### config.mk
export PLATFORM = sky130hd
export DESIGN_NAME = aud_timers
export DESIGN_NICKNAME = d
export VERILOG_FILES = /design/src/rtl/aud_timers.sv
export SDC_FILE = /design/constraint.sdc
export NUM_CORES = 1
export LEC_CHECK = 0
export BUFFER_PORTS_ARGS = -buffer_cell sky130_fd_sc_hd__buf_2
export CAP_MARGIN = 5
export CELL_PAD_IN_SITES_DETAIL_PLACEMENT = 1
export CELL_PAD_IN_SITES_GLOBAL_PLACEMENT = 2
export CORE_UTILIZATION = 35
export DETAILED_ROUTE_END_ITERATION = 10
export PLACE_DENSITY_LB_ADDON = 0.1
export SLEW_MARGIN = 0
export SYNTH_ARGS = -nofsm -noshare
export SYNTH_HDL_FRONTEND = slang
export SYNTH_SLANG_ARGS = --single-unit
### constraint.sdc
create_clock -name clk -period 2.6 [get_ports clk]
set_clock_uncertainty 0.05 [all_clocks]
set_input_delay 0.39 -clock clk [delete_from_list [all_inputs] [get_ports clk]]
set_output_delay 0.39 -clock clk [all_outputs]
set_load 0.05 [all_outputs]
### src/rtl/aud_timers.sv
// aud_timers: POKEY four-channel audio frequency dividers.
// Generates per-channel Timer underflow pulses, the high-pass clock and
// disable lines, and the audio-phase reset pulse on STIMER.
// Build macro: AUD_TIMERS_JOIN_EN builds the 16-bit channel join logic
// (AUDCTL[4] joins ch2:ch1, AUDCTL[3] joins ch4:ch3) with 17-bit counters.
// Without it, AUDCTL[4:3] are ignored and every channel runs unjoined.
module aud_timers (
    input  logic       clk,
    input  logic       rst,
    input  logic       enn,
    input  logic [7:0] D,
    input  logic [3:0] AUDF,
    input  logic       AUDCTL,
    input  logic       STIMER,
    output logic [3:0] Timer,
    output logic [3:0] Timerx,
    output logic [3:0] disHiFltr,
    output logic       rstAudPhase,
    output logic       poly9Sel
);

`ifdef AUD_TIMERS_JOIN_EN
    localparam int LW = 17;
`else
    localparam int LW = 9;
`endif

    logic [7:0] audf_reg [4];
    logic [7:0] audctl_reg;
    logic [4:0] pre28_reg;
    logic [6:0] pre114_reg;
    logic [3:0] timer_reg;
    logic       rst_phase_reg;
    logic [3:0] pulse_next;
    logic       audctl_wr;
    logic       stimer_wr;
    logic       tick64;
    logic       tick15;
    logic       base;
    logic [7:0] ctl_new;
    logic       unused_ctl;

    assign audctl_wr = enn & AUDCTL;
    assign stimer_wr = enn & STIMER;
    // Control value as it will be after this cycle; reloads forced this
    // cycle (STIMER, mode change) must already see a simultaneous write.
    assign ctl_new   = audctl_wr ? D : audctl_reg;
    assign tick64    = enn & (pre28_reg == 5'd27);
    assign tick15    = enn & (pre114_reg == 7'd113);
    assign base      = audctl_reg[0] ? tick15 : tick64;

`ifdef AUD_TIMERS_JOIN_EN
    // Low-counter reload: 16-bit pair value when joined, else 8-bit AUDF.
    function automatic logic [LW-1:0] lo_reload(input logic fast, input logic joined,
                                                 input logic [7:0] lo, input logic [7:0] hi);
        logic [LW-1:0] v;
        if (joined)
            v = {1'b0, hi, lo} + (fast ? 17'd6 : 17'd0);
        else
            v = {9'd0, lo} + (fast ? 17'd3 : 17'd0);
        return v;
    endfunction
    assign unused_ctl = ^{ctl_new[7], ctl_new[2:1]};
`else
    // Low-counter reload for an unjoined channel.
    function automatic logic [LW-1:0] lo_reload(input logic fast, input logic [7:0] lo);
        return {1'b0, lo} + (fast ? 9'd3 : 9'd0);
    endfunction
    assign unused_ctl = ^{ctl_new[7], ctl_new[4:1], audctl_reg[4:3]};
`endif

    // Register file: AUDF1-4 and AUDCTL latch D on enn-qualified strobes.
    always_ff @(posedge clk) begin
        if (rst) begin
            for (int i = 0; i < 4; i++) audf_reg[i] <= '0;
            audctl_reg <= '0;
        end else if (enn) begin
            for (int i = 0; i < 4; i++) begin
                if (AUDF[i]) audf_reg[i] <= D;
            end
            if (AUDCTL) audctl_reg <= D;
        end
    end

    // Free-running prescaler: 64 kHz tick every 28 enn, 15 kHz every 114.
    always_ff @(posedge clk) begin
        if (rst) begin
            pre28_reg  <= '0;
            pre114_reg <= '0;
        end else if (enn) begin
            pre28_reg  <= (pre28_reg == 5'd27) ? 5'd0 : pre28_reg + 5'd1;
            pre114_reg <= (pre114_reg == 7'd113) ? 7'd0 : pre114_reg + 7'd1;
        end
    end

    // Channel pairs: gi=0 is ch1/ch2, gi=1 is ch3/ch4.
    genvar gi;
    generate
        for (gi = 0; gi < 2; gi++) begin : g_pair
            localparam int LO       = 2 * gi;
            localparam int HI       = 2 * gi + 1;
            localparam int FAST_BIT = 6 - gi;

            logic [LW-1:0] cnt_lo_reg;
            logic [8:0]    cnt_hi_reg;
            logic          fast_cur;
            logic          fast_new;
            logic          join_cur;
            logic          join_new;
            logic          mode_chg;
            logic          reload_all;
            logic          src_lo;
            logic [LW-1:0] reload_lo_cur;
            logic [LW-1:0] reload_lo_new;
            logic [8:0]    reload_hi;
            logic [1:0]    pulse;

            assign fast_cur = audctl_reg[FAST_BIT];
            assign fast_new = ctl_new[FAST_BIT];
`ifdef AUD_TIMERS_JOIN_EN
            localparam int JOIN_BIT = 4 - gi;
            assign join_cur      = audctl_reg[JOIN_BIT];
            assign join_new      = ctl_new[JOIN_BIT];
            assign reload_lo_cur = lo_reload(fast_cur, join_cur, audf_reg[LO], audf_reg[HI]);
            assign reload_lo_new = lo_reload(fast_new, join_new, audf_reg[LO], audf_reg[HI]);
`else
            assign join_cur      = 1'b0;
            assign join_new      = 1'b0;
            assign reload_lo_cur = lo_reload(fast_cur, audf_reg[LO]);
            assign reload_lo_new = lo_reload(fast_new, audf_reg[LO]);
`endif
            assign reload_hi  = {1'b0, audf_reg[HI]};
            // Any change of clock source or join for this pair restarts it.
            assign mode_chg   = audctl_wr & ((fast_new != fast_cur) |
                                             (join_new != join_cur) |
                                             (ctl_new[0] != audctl_reg[0]));
            assign reload_all = stimer_wr | mode_chg;
            assign src_lo     = fast_cur ? enn : base;

            // Underflow detection; a forced reload suppresses the pulse.
            always_comb begin
                pulse = 2'b00;
                if (!reload_all) begin
                    if (src_lo && cnt_lo_reg == '0) begin
                        if (join_cur) pulse[1] = 1'b1;
                        else          pulse[0] = 1'b1;
                    end
                    if (!join_cur && base && cnt_hi_reg == '0) pulse[1] = 1'b1;
                end
            end
            assign pulse_next[HI:LO] = pulse;

            // Down-counters: reload at zero, forced reload on STIMER/mode change.
            always_ff @(posedge clk) begin
                if (rst) begin
                    cnt_lo_reg <= '0;
                    cnt_hi_reg <= '0;
                end else if (enn) begin
                    if (reload_all) begin
                        cnt_lo_reg <= reload_lo_new;
                        cnt_hi_reg <= reload_hi;
                    end else begin
                        if (src_lo)
                            cnt_lo_reg <= (cnt_lo_reg == '0) ? reload_lo_cur
                                                             : cnt_lo_reg - LW'(1);
                        if (!join_cur && base)
                            cnt_hi_reg <= (cnt_hi_reg == '0) ? reload_hi
                                                             : cnt_hi_reg - 9'd1;
                    end
                end
            end
        end
    endgenerate

    // Output pulses held for exactly one enn period.
    always_ff @(posedge clk) begin
        if (rst) begin
            timer_reg     <= '0;
            rst_phase_reg <= 1'b0;
        end else if (enn) begin
            timer_reg     <= pulse_next;
            rst_phase_reg <= STIMER;
        end
    end

    assign Timer       = timer_reg;
    assign Timerx      = {2'b00, timer_reg[3], timer_reg[2]};
    assign disHiFltr   = {2'b11, ~audctl_reg[1], ~audctl_reg[2]};
    assign rstAudPhase = rst_phase_reg;
    assign poly9Sel    = audctl_reg[7];

endmodule
==> flow_summary_export.csv <==
group,metric,value,unit
hold_path,hold_depth,3,
layout,stdcell_count,824,
worst_setup_path,crit_chain,"buf_4, inv_1, o21ai_0, ha_1, fa_1, o21ai_1, o31a_1, o31a_1, a211oi_1",
synthesis,synthCells,585,
floorplanning,initial_core_util,36.0,%
layout,n_antenna_cell,0,
route,first_iter_violations,194,
synthesis,synth_warnings,0,
floorplanning,coreArea,14500,um^2
synthesis,ys_top_cells_by_area,"dfxtp_1 23%, edfxtp_1 18%, nor2_1 4.7%, ha_1 3.6%, nand2_1 3.6%",
synthesis,synth_ff_type,"dfxtp_1",
run_status,status,"finished, final reports clean",
worst_setup_path,end_kind,"flop",
clock_network,root_buffer,"clkbuf_16",
clock_network,clk_latency,360,ps
worst_setup_path,worstPathRequired,2810,ps
worst_setup_path,cp_num_buf_inv,2,
floorplanning,io_pins,31,
timing,hold_viol_final,0,
timing,period_share,91.6,%
place,io_buffers,26,
power_and_ir_drop,p_sw_share,31.8,%
job,cap_violations,0,
floorplanning,rows,44,
clock_network,cts_tree,"built",
route,vias,4508,
grt,grt_pass1_wl,25100,um
synthesis,yosys.cell_count.top_type,"nor2_1",
clock_network,path_clk_slew,70,ps
floorplanning,fp.dieH,124,um
timing,fmax,0.420,GHz
timing,tightest_slew,599,ps
clock_network,cts.sinks,91,
power_and_ir_drop,p_seq_share,42.1,%
place,place_congestion,0.839,
synthesis,ys_seq_area_share,41.0,%
worst_setup_path,cp_slowest_stage_delay,420,ps
power_and_ir_drop,p_leak,2.42,nW
place,dp_cells,808,
clock_network,cts-buffers-inserted,9,
timing,setup_slack,218,ps
power_and_ir_drop,combinationalPowerShare,23.6,%
synthesis,synth_common_cells,"65 x nor2_1, 59 x dfxtp_1, 50 x nand2_1, 32 x edfxtp_1, 31 x a21oi_1",
grt,grt_max_degree,25,
synthesis,synth_seq_cells,91,
route,drt-total-wl,15100,um
timing,setup_viol,0,
clock_network,cts_hold_buf,0,
timing,rsz0062_at_grt,"false",
clock_network,clockBufferDepth,2,
floorplanning,die_x,124,um
layout,largest_reg_flops,32,
layout,drive_above_1_share,15.2,%
worst_setup_path,cp-start-kind,"flop",
place,dpl.hpwl,11300,um
route,ant_nets,0,
timing,slew_viol_final,0,
power_and_ir_drop,ir_worst_vdd,0.320,mV
worst_setup_path,crit_fanout,4,
power_and_ir_drop,p_int,2.75,mW
worst_setup_path,reg2reg_depth,9,
worst_setup_path,critPathArrivalTime,2590,ps
place,dpl_cell_area,5780,um^2
synthesis,netlist_area,5230,um^2
worst_setup_path,critPathTopFamily,"compound AO/OA/AOI/OAI gates",
synthesis,synth_top_area_share,22.6,%
worst_setup_path,crit_cells,9,
synthesis,synth.distinct_cells,64,
route,dr.pass1.iters,4,
grt,grt-ovfl-total,0,
grt,antenna_found_initial,0,
route,wire_per_inst,18.3,um
layout,nets,671,
layout,areaGrowthSynthToFinish,16.6,%
place,pre_cts_slack,-108,ps
floorplanning,die_area,15400,um^2
route,viasPerCell,5.47,
synthesis,synth_edf_count,32,
synthesis,syn_area_per_cell,8.94,um^2
timing,period_needed,2380,ps
power_and_ir_drop,clkPwrFrac,34.3,%
synthesis,postSynth.asyncResetShare,0,%
clock_network,h-tree-depth,3,
power_and_ir_drop,switchingPower,1.28,mW
worst_setup_path,critPathKind,"reg2reg",
layout,finish.utilization,41.9,%
worst_setup_path,slowest_stage,"dfxtp_1",
timing,slew_headroom,59.9,%
layout,final_cell_area,6100,um^2
hold_path,hp-class,"in2reg",
grt,first_global_vias,4809,
power_and_ir_drop,power_density,662,nW/um^2
route,drc,0,
grt,grt.total_usage,20.6,%
power_and_ir_drop,p_total,4.04,mW
synthesis,yosys.area.top_type,"dfxtp_1",
worst_setup_path,cp_common_cell,"o31a_1",
==> final timing paths <==
check	from	to	slack (ps)
worst min-delay path	D[1]	audctl_reg[1]	300
worst max register to register	audctl_reg[6]	g_pair[0].cnt_lo_reg[4]	220
worst max-delay path	audctl_reg[6]	g_pair[0].cnt_lo_reg[4]	220
worst min register to register	g_pair[1].cnt_hi_reg[7]	g_pair[1].cnt_hi_reg[7]	430
==> cells by family after synthesis <==
group | synth area share, %
xor+xnor | 5.19
mux | 2.42
buf+inv | 4.78
other cells | 0.144
compound gates | 17.6
flops | 41.0
simple gates | 23.8
fa+ha+maj | 5.12
==> stage by stage <==
| step | hold WS, ps | setup TNS, ps |
|---|---|---|
| after floorplan | 386 | 0 |
| after CTS | 299 | 0 |
| after global placement | 400 | -41.9 |
| after global routing | 325 | 0 |
| final | 300 | 0 |
| after detailed placement | 417 | -108 |
==> worst reg2reg max path, cell delays in order (launching register included) <==
cell	delay, ps
dfxtp_1	420
buf_4	170
inv_1	80
o21ai_0	250
ha_1	250
fa_1	270
o21ai_1	130
o31a_1	150
o31a_1	250
a211oi_1	260
==> routing by layer <==
metal / vias to the layer above / part of all wire (%) / track usage (%)
met1: 2235 / 49 / 27.4
met2: 58 / 47 / 34.3
met4: 0 / 1.6 / 7.23
met3: 16 / 2.3 / 2.76
met5: - / 0 / 0
li1: 2199 / - / -
==> power groups by stage <==
stage	Combinational, mW	Clock [mW]	Sequential (mW)
finish	0.954	1.38	1.70
global route	1.06	1.47	1.72
CTS	0.952	1.41	1.70
detailed placement	0.944	0	1.73
global placement	0.929	0	1.72
floorplan	0.636	0	1.70
==> repair_timing <==
item / 4_1_cts / 5_1_grt
buffers inserted: 0 / 0
gates resized for setup: 0 / 2
endpoints found under the setup margin: 0 / 3
==> placed cells by master (no fill, tap or decap), types with 13 or more instances in the layout <==
cell       n
a21oi_1   31
dfxtp_1   59
xnor2_1   18
nand3_1   18
buf_2     26
ha_1      15
edfxtp_1  32
xor2_1    13
inv_1     27
and3_1    26
nand2_1   50
buf_4     41
nor2_1    65
==> area by class of cell <==
class / count / area [um^2]
repair buffers: 68 / 458
multi-input cells: 437 / 2860
well taps: 184 / 230
fillers: 1736 / 8440
clock buffers: 9 / 225
flip-flops and latches: 91 / 2140
clock inverters: 7 / 75.1
inverters: 28 / 105
Power figures use the tool's default switching activity.
